<file path="config.mk">
export PLATFORM = sky130hd
export DESIGN_NAME = bcd_conv_sched
export DESIGN_NICKNAME = d
export VERILOG_FILES = /design/src/rtl/bcd_pkg.sv /design/src/rtl/bcd_dd_core.sv /design/src/rtl/bcd_conv_sched.sv
export SDC_FILE = /design/constraint.sdc
export NUM_CORES = 1
export LEC_CHECK = 0
export CORE_MARGIN = 2
export CORE_UTILIZATION = 34
export CTS_CLUSTER_DIAMETER = 50
export CTS_CLUSTER_SIZE = 28
export DETAILED_ROUTE_END_ITERATION = 10
export PLACE_DENSITY_LB_ADDON = 0.05
export SYNTH_ARGS = -nofsm -noshare
export SYNTH_HDL_FRONTEND = slang
export SYNTH_HIERARCHICAL = 1
export SYNTH_SLANG_ARGS = --single-unit
export TNS_END_PERCENT = 1
</file>
<file path="constraint.sdc">
create_clock -name clk -period 3.86 [get_ports clk]
set_input_delay 0.386 -clock clk [delete_from_list [all_inputs] [get_ports clk]]
set_output_delay 0.386 -clock clk [all_outputs]
set_load 0.01 [all_outputs]
</file>
<file path="src/rtl/bcd_pkg.sv">
// bcd_pkg: shared widths, scheduler state type and the double-dabble nibble-correction helper
package bcd_pkg;
  localparam int BIN_W = 8;
  localparam int BCD_W = 12;
  localparam int SHIFT_W = 20;
  typedef enum logic [1:0] {IDLE, SHIFT, DONE} sched_state_t;
  function automatic logic [BCD_W-1:0] add3_nibbles(input logic [BCD_W-1:0] x);
    logic [BCD_W-1:0] r;
    r = x;
    for (int i = 0; i < BCD_W / 4; i++)
      r[4*i+:4] = x[4*i+:4] >= 4'd5 ? x[4*i+:4] + 4'd3 : x[4*i+:4];
    return r;
  endfunction
endpackage

</file>
<file path="src/rtl/bcd_dd_core.sv">
// bcd_dd_core: double-dabble shifter; start loads din, en shifts one bit, last flags the 8th shift, q is the BCD field
module bcd_dd_core
  import bcd_pkg::*;
(
  input  logic             clk,
  input  logic             rst_n,
  input  logic             start,
  input  logic             en,
  input  logic [BIN_W-1:0] din,
  output logic [BCD_W-1:0] q,
  output logic             last
);
  logic [SHIFT_W-1:0] sr;
  logic [2:0]         cnt;
  always_ff @(posedge clk or negedge rst_n)
    if (!rst_n) begin
      sr  <= '0;
      cnt <= '0;
    end else if (start) begin
      sr  <= {{BCD_W{1'b0}}, din};
      cnt <= '0;
    end else if (en) begin
      sr  <= {add3_nibbles(sr[SHIFT_W-1:BIN_W]), sr[BIN_W-1:0]} << 1;
      cnt <= cnt + 3'd1;
    end
  assign q = sr[SHIFT_W-1:BIN_W];
  assign last = en && cnt == 3'd7;
endmodule

</file>
<file path="src/rtl/bcd_conv_sched.sv">
// bcd_conv_sched: round-robin sharing of one binary-to-BCD core among N_REQ requesters (req/data in, ack/bcd/bcd_vld/bcd_id/busy out)
module bcd_conv_sched
  import bcd_pkg::*;
#(
  parameter int N_REQ = 2
) (
  input  logic                       clk,
  input  logic                       rst_n,
  input  logic [N_REQ-1:0]           req,
  input  logic [N_REQ*BIN_W-1:0]     data,
  output logic [N_REQ-1:0]           ack,
  output logic [BCD_W-1:0]           bcd,
  output logic                       bcd_vld,
  output logic [$clog2(N_REQ)-1:0]   bcd_id,
  output logic                       busy
);
  localparam int ID_W = $clog2(N_REQ);
  localparam int SW = ID_W + 1;
  sched_state_t     state, state_nxt;
  logic [ID_W-1:0]  ptr, id, gnt_id;
  logic [SW-1:0]    s;
  logic             gnt_vld, start, shift_en, fin, last;
  logic [BCD_W-1:0] core_q;
  always_comb begin
    gnt_vld = 1'b0;
    gnt_id  = '0;
    s       = '0;
    for (int k = N_REQ - 1; k >= 0; k--) begin
      s = {1'b0, ptr} + SW'(k);
      s = s >= SW'(N_REQ) ? s - SW'(N_REQ) : s;
      if (req[s[ID_W-1:0]]) begin
        gnt_vld = 1'b1;
        gnt_id  = s[ID_W-1:0];
      end
    end
  end
  always_ff @(posedge clk or negedge rst_n)
    if (!rst_n) state <= IDLE;
    else state <= state_nxt;
  always_comb
    state_nxt = state == IDLE  ? (gnt_vld ? SHIFT : IDLE) :
                state == SHIFT ? (last ? DONE : SHIFT) :
                bcd_vld ? IDLE : DONE;
  always_comb begin
    start    = state == IDLE && gnt_vld;
    shift_en = state == SHIFT;
    fin      = state == DONE && !bcd_vld;
    busy     = state != IDLE;
  end
  always_ff @(posedge clk or negedge rst_n)
    if (!rst_n) begin
      id      <= '0;
      ptr     <= '0;
      ack     <= '0;
      bcd     <= '0;
      bcd_vld <= 1'b0;
      bcd_id  <= '0;
    end else begin
      if (start) id <= gnt_id;
      ack     <= fin ? {{(N_REQ-1){1'b0}}, 1'b1} << id : '0;
      bcd_vld <= fin;
      if (fin) begin
        bcd    <= core_q;
        bcd_id <= id;
        ptr    <= id == ID_W'(N_REQ - 1) ? '0 : id + 1'b1;
      end
    end
  bcd_dd_core u_core (
    .clk  (clk),
    .rst_n(rst_n),
    .start(start),
    .en   (shift_en),
    .din  (data[BIN_W*gnt_id+:BIN_W]),
    .q    (core_q),
    .last (last)
  );
endmodule

</file>
==> out/results.ini, run 1 <==
[finish]
num-nets-final = 256
drive_above_1_share = 0.170
final_cell_mix = 43 x dfrtp_1, 35 x clkdlybuf4s50_1, 16 x nand2_1, 15 x mux2_2, 14 x o21ai_0
final_cells = 306
antenna_cells = 0
final_common_cell = dfrtp_1
syn2layout_area_growth_pct = 19.7

[floorplan]
rows = 29
die_x_um = 85.3
dieArea_um2 = 7280
ios = 37
initial_core_util = 0.352
coreArea_um2 = 6390
die_h_um = 85.3

[place]
hpwlAfterDp_um = 2990
numPortBuffers = 36
gp_congestion = 0.746
place_inst = 298

[clocking]
cts_buffers = 5
cts_htree_levels = 2
clock_sinks = 43
cts_tree = built
cts-root-buf = clkbuf_8
cts_setup_buffers = 0
hold_buffers = 0
cts_resized = 0
cts_buffer_depth = 2
path_clk_slew_ns = 0.09
clock_latency_ns = 0.29

[global_route]
grt-busiest-layer = met2
met3_usage = 0.0321
use_met2 = 0.200
overflow = 0
track_usage = 0.129
grt_pass1_vias = 1521
antenna_found_initial = 0
grt_max_degree = 44
grt_pass1_wl_um = 7430
grtUsageMet1 = 0.174

[worst_setup_path]
critical_path.endpoint = u_core/sr[18]$_DFFE_PN0P_
worstSetupEndpointType = flip-flop
cp.arrival_ns = 2.32
reg2reg_to = u_core/sr[18]$_DFFE_PN0P_
reg2reg_depth = 6
worstPathMaxFanout = 16
cp-startpoint = state[0]$_DFF_PN0_
critical_path_class = reg2reg
start_kind = flip-flop
r2r-start = state[0]$_DFF_PN0_
reg2reg_setup_slack_ns = 1.73
worstPathRequired_ns = 4.04

[pwr]
ir_worst_vdd_v = 0.000265
leakagePower_nw = 1.17
powerDensity_nw_per_um2 = 771

[drt]
vias_per_cell = 5.10
antenna_left = 0
wl_um = 4380
routed-via-count = 1562
route.detailed.drc = 0
first_iter_violations = 81
post_drt_wl_per_cell_um = 14.3
dr.pass1.iters = 4

[job]
cap_violations = 0

[synth]
yosys-top-cells-area = dfrtp_1 48%, mux2_2 7.5%, mux2i_1 4.9%, buf_4 4.7%, ha_1 4.4%
ys_seq_elements = 43
synthesis.nets = 231
yosysUniqueCellTypes = 45
synth_cells = 203
synth_edf_count = 0
ys_warn_count = 6
avgSynthCellArea_um2 = 11.1
synthArstFlopShare = 1.00
synth_area_um2 = 2250
synth_top_cell_by_area = dfrtp_1
ys.flop_type = dfrtp_1
synth_top_area_frac = 0.478
yosysSeqAreaShare = 0.478

[sta]
layout_min_cycle_time_ns = 2.13
timing.setup.tns_ns = 0
fmax_ghz = 0.469
rsz0062_at_grt = false
skew_ns = 0.00507
drv_slew = 0
max_slew_margin = 0.354
setup_viol = 0
tightest_slew_ns = 0.969
post-route-period-util = 0.553
finalHoldViolations = 0

[status]
status = finished clean

[hold_path]
min_path_type = in2async

## worst min-delay path by stage
stage,from,endpoint,slack [ns],depth (start not counted)
after floorplan,rst_n,ack[0]$_DFF_PN0_,0.09,0
after global placement,id$_DFFE_PN0P_,ack[0]$_DFF_PN0_,0.48,1
after detailed placement,id$_DFFE_PN0P_,ack[0]$_DFF_PN0_,0.48,1
after CTS,rst_n,bcd[11]$_DFFE_PN0P_,0.28,1
after global routing,rst_n,bcd[8]$_DFFE_PN0P_,0.33,1
final,rst_n,bcd_id$_DFFE_PN0P_,0.24,1
## critical path, stage by stage, from the launching register on
cell and delay [ns]:
dfrtp_1 0.45, nor2_1 0.19, inv_1 0.09, nor2_2 0.52, inv_1 0.29, and4_1 0.22, a311o_1 0.27
## cells by family (layout without fill, tap and decap cells)
| group | Yosys count | after routing | synth area share |
|---|---|---|---|
| AND/OR/NAND/NOR | 53 | 53 | 0.125 |
| flip-flops | 43 | 43 | 0.478 |
| AO/OA/AOI/OAI | 34 | 34 | 0.0985 |
| multiplexers | 32 | 32 | 0.164 |
| buffers and inverters | 31 | 57 | 0.0823 |
| adder cells (fa/ha/maj) | 8 | 8 | 0.0445 |
| XOR/XNOR | 2 | 2 | 0.00779 |
## where the power goes
group / switching (W) / internal (W) / leakage (nW)
combinational: 0.000454 / 0.000467 / 0.558
sequential: 0.000153 / 0.000632 / 0.554
clock: 0.000160 / 0.000210 / 0.0612
total: 0.000766 / 0.00131 / 1.17
## metrics by stage
step | power (W) | utilization | setup WS [ns] | hold slack, ns | cell area, µm²
6_report | 0.00208 | 0.422 | 1.73 | 0.241 | 2690
3_3_place_gp | 0.00168 | 0.403 | 1.56 | 0.478 | 2570
2_1_floorplan | 0.00149 | - | 2.29 | 0.0904 | 2250
3_5_place_dp | 0.00172 | 0.403 | 1.43 | 0.478 | 2570
5_1_grt | 0.00224 | 0.422 | 1.53 | 0.327 | 2690
4_1_cts | 0.00210 | 0.422 | 1.70 | 0.276 | 2690
## sequential cells by signal, indices dropped and copies added (netlist names)
signal,count
state,2
bcd_id,1
bcd_vld,1
id,1
u_core/sr,20
ptr,1
u_core/cnt,3
ack,2
bcd,12
## layer usage
layer  up-vias  wire length (µm)  part of all wire
met5         -                 0                 0
met4         0                66             0.015
met3         9               165             0.038
met2        40              2130              0.49
met1       762              2020              0.46
li1        751                 -                 -
## area by class of cell
type,count,area (µm²)
Fill cell,611,3690
Sequential cell,43,1080
Multi-Input combinational cell,129,991
Timing Repair Buffer,38,370
Tap cell,77,96.3
Clock buffer,6,82.6
Inverter,11,41.3
Clock inverter,2,35.0
## synth_stat cells (all sizes together), types with 3 or more instances
cell and instances:
dfrtp 43, mux2 21, buf 19, nand2 16
o21ai 14, inv 11, mux2i 11, nor2 11
ha 8, a21oi 6, nand2b 4, nand3 4
nand4 3, o311ai 3
Note: power is estimated with default switching activity, not from simulation.
==> inputs of run 2 (changes only) <==
==> constraint.sdc (replaced) <==
create_clock -name clk -period 1.75 [get_ports clk]
set_input_delay 0.175 -clock clk [delete_from_list [all_inputs] [get_ports clk]]
set_output_delay 0.175 -clock clk [all_outputs]
set_load 0.01 [all_outputs]
==> out/results.ini, run 2 (synthesis gave the netlist of run 1 again) <==
[drt]
post_drt_wl_per_cell_um = 14.1  ; -1.2%
routed-via-count = 1580  ; +1.2%
dr.max_layer_used = met4
route.detailed.drc = 0  ; unchanged
wl_um = 4460  ; +1.7%
antenna_left = 0  ; unchanged
wl_met2_um = 2200  ; +3.5%
vias_per_cell = 5.02  ; -1.7%
first_iter_violations = 39  ; -52%
dr.pass1.iters = 4  ; unchanged
wl_met1_um = 2020  ; +0.25%
wl_met3_um = 141  ; -15%

[worst_setup_path]
path_cells = nor2_2 > inv_1 > clkdlybuf4s50_1
worstPathRequired_ns = 1.57  ; -2.47 ns
worstPathMaxFanout = 5  ; -11
cpMaxStageDelayCell = clkdlybuf4s50_1
critical_path_class = reg2out
path_buf_inv = 2  ; unchanged
cp.arrival_ns = 1.48  ; -0.84 ns
start_kind = flip-flop
worstSetupEndpointType = primary output
critical-path-max-stage-delay_ns = 0.48  ; -0.04 ns
cp_top_family = buffers and inverters

[global_route]
grt_pass1_vias = 1530  ; +0.59%
antenna_found_initial = 0  ; unchanged
grt_max_degree = 26  ; -41%
grt_pass1_wl_um = 7290  ; -2.0%
overflow = 0  ; unchanged
track_usage = 0.127  ; -0.00181

[pwr]
ir_worst_vdd_v = 0.000970  ; +270%
powerDensity_nw_per_um2 = 1660  ; +120%
leakagePower_nw = 1.22  ; +3.9%

[status]
status = finished clean

[floorplan]
die_h_um = 85.3  ; unchanged
ios = 37  ; unchanged
die_x_um = 85.3  ; unchanged
rows = 29  ; unchanged
dieArea_um2 = 7280  ; unchanged
coreArea_um2 = 6390  ; unchanged
initial_core_util = 0.352  ; unchanged

[finish]
drive_above_1_share = 0.197  ; +0.0272
largest_register = u_core/sr
top_regs = u_core/sr (20), bcd (12), u_core/cnt (3)
finalCoreUtilization = 0.437  ; +0.0153
num-nets-final = 265  ; +3.5%
antenna_cells = 0  ; unchanged
syn2layout_area_growth_pct = 24.0
final_common_cell = dfrtp_1
largest_register_ffs = 20  ; unchanged
fillers = 604  ; -1.1%
final_cell_mix = 43 x dfrtp_1, 35 x clkdlybuf4s50_1, 16 x nand2_1, 15 x mux2_2, 14 x o21ai_0

[clocking]
clock_sinks = 43  ; unchanged
path_clk_slew_ns = 0.08  ; about the same
cts_tree = built
cts_buffer_depth = 2  ; unchanged
cts_buffers = 5  ; unchanged
cts-root-buf = clkbuf_8
cts_htree_levels = 2  ; unchanged
clock_latency_ns = 0.30  ; about the same

[sta]
skew_ns = 0.00231  ; -0.00275 ns
rsz0062_at_grt = false
finalHoldViolations = 0  ; unchanged
fmax_ghz = 0.604
layout_min_cycle_time_ns = 1.66
setup_viol = 0  ; unchanged
timing.setup.tns_ns = 0  ; unchanged
post-route-period-util = 0.946
tightest_slew_ns = 0.331  ; -0.638 ns
max_slew_margin = 0.776  ; +0.423
drv_slew = 0  ; unchanged

[job]
cap_violations = 0  ; unchanged

[place]
hpwlAfterDp_um = 3180  ; +6.4%
numPortBuffers = 36  ; unchanged
gp_congestion = 0.765  ; +2.5%

[hold_path]
min_path_type = in2async

==> run 2: cell types whose count changed in the layout (fill, tap and decap cells not counted), sizes merged <==
cell,previous run,this run
buf,3,11
clkbuf,6,8
bufinv,1,0
clkinv,1,0
dlygate4sd3,0,1
==> run 2: path summary, 6_finish.rpt <==
path | from | end | slack [ns] | cells past startpoint
setup / recovery | state[1]$_DFF_PN0_ | busy | 0.09 | 3
hold / removal | rst_n | bcd[10]$_DFFE_PN0P_ | 0.28 | 2
setup reg to reg | u_core/sr[12]$_DFFE_PN0P_ | u_core/sr[13]$_DFFE_PN0P_ | 0.17 | 6
hold reg to reg | id$_DFFE_PN0P_ | ack[0]$_DFF_PN0_ | 0.49 | 1
max in group asynchronous | rst_n | u_core/sr[9]$_DFFE_PN0P_ | 0.93 | 3
min in group clk | id$_DFFE_PN0P_ | ack[0]$_DFF_PN0_ | 0.49 | 1
==> run 2: worst register-to-register path: stages, from the launching register on <==
cell and delay (ns):
dfrtp_1 0.47, inv_1 0.07, ha_1 0.22, nand2b_1 0.10, a21oi_1 0.12, or4_1 0.41
o311ai_1 0.09
==> run 2: cell type report <==
class,instances,area [µm²],share of cell area
Clock buffer,8,100,0.0359
Multi-Input combinational cell,129,998,0.358
Tap cell,77,96.3,0.0345
Inverter,11,41.3,0.0148
Timing Repair Buffer,47,478,0.171
Sequential cell,43,1080,0.386
==> run 2: what timing repair did <==
action | in CTS | in global routing
buffers inserted | 0 | 0
hold buffers | 1 | 0
gates resized for setup | 0 | 2
setup endpoints to repair | 0 | 3
endpoints found under the hold margin | 10 | 0
==> run 2: metrics by stage <==
step           area, µm²  std cells  setup slack, ns  hold WS, ns  power, W
2_1_floorplan       2250        203            0.182       -0.121   0.00328
5_1_grt             2790        315           0.0155        0.300   0.00499
6_report            2790        315           0.0945        0.276   0.00463
4_1_cts             2780        315           0.0499        0.282   0.00467
3_5_place_dp        2670        306           0.0339       0.0721   0.00394
3_3_place_gp        2670        306           0.0599       0.0655   0.00385
==> run 2: power by group <==
part           switching, W  total (W)  leakage [nW]  internal (W)
combinational       0.00105    0.00221         0.614       0.00116
clock              0.000346   0.000707        0.0515      0.000361
sequential         0.000318    0.00171         0.554       0.00139
==> run 2: layer usage <==
| layer | up-vias | track usage |
|---|---|---|
| met1 | 772 | 0.162 |
| met3 | 9 | 0.0302 |
| met2 | 33 | 0.203 |
| met5 | - | 0 |
| li1 | 766 | - |
| met4 | 0 | 0.0620 |
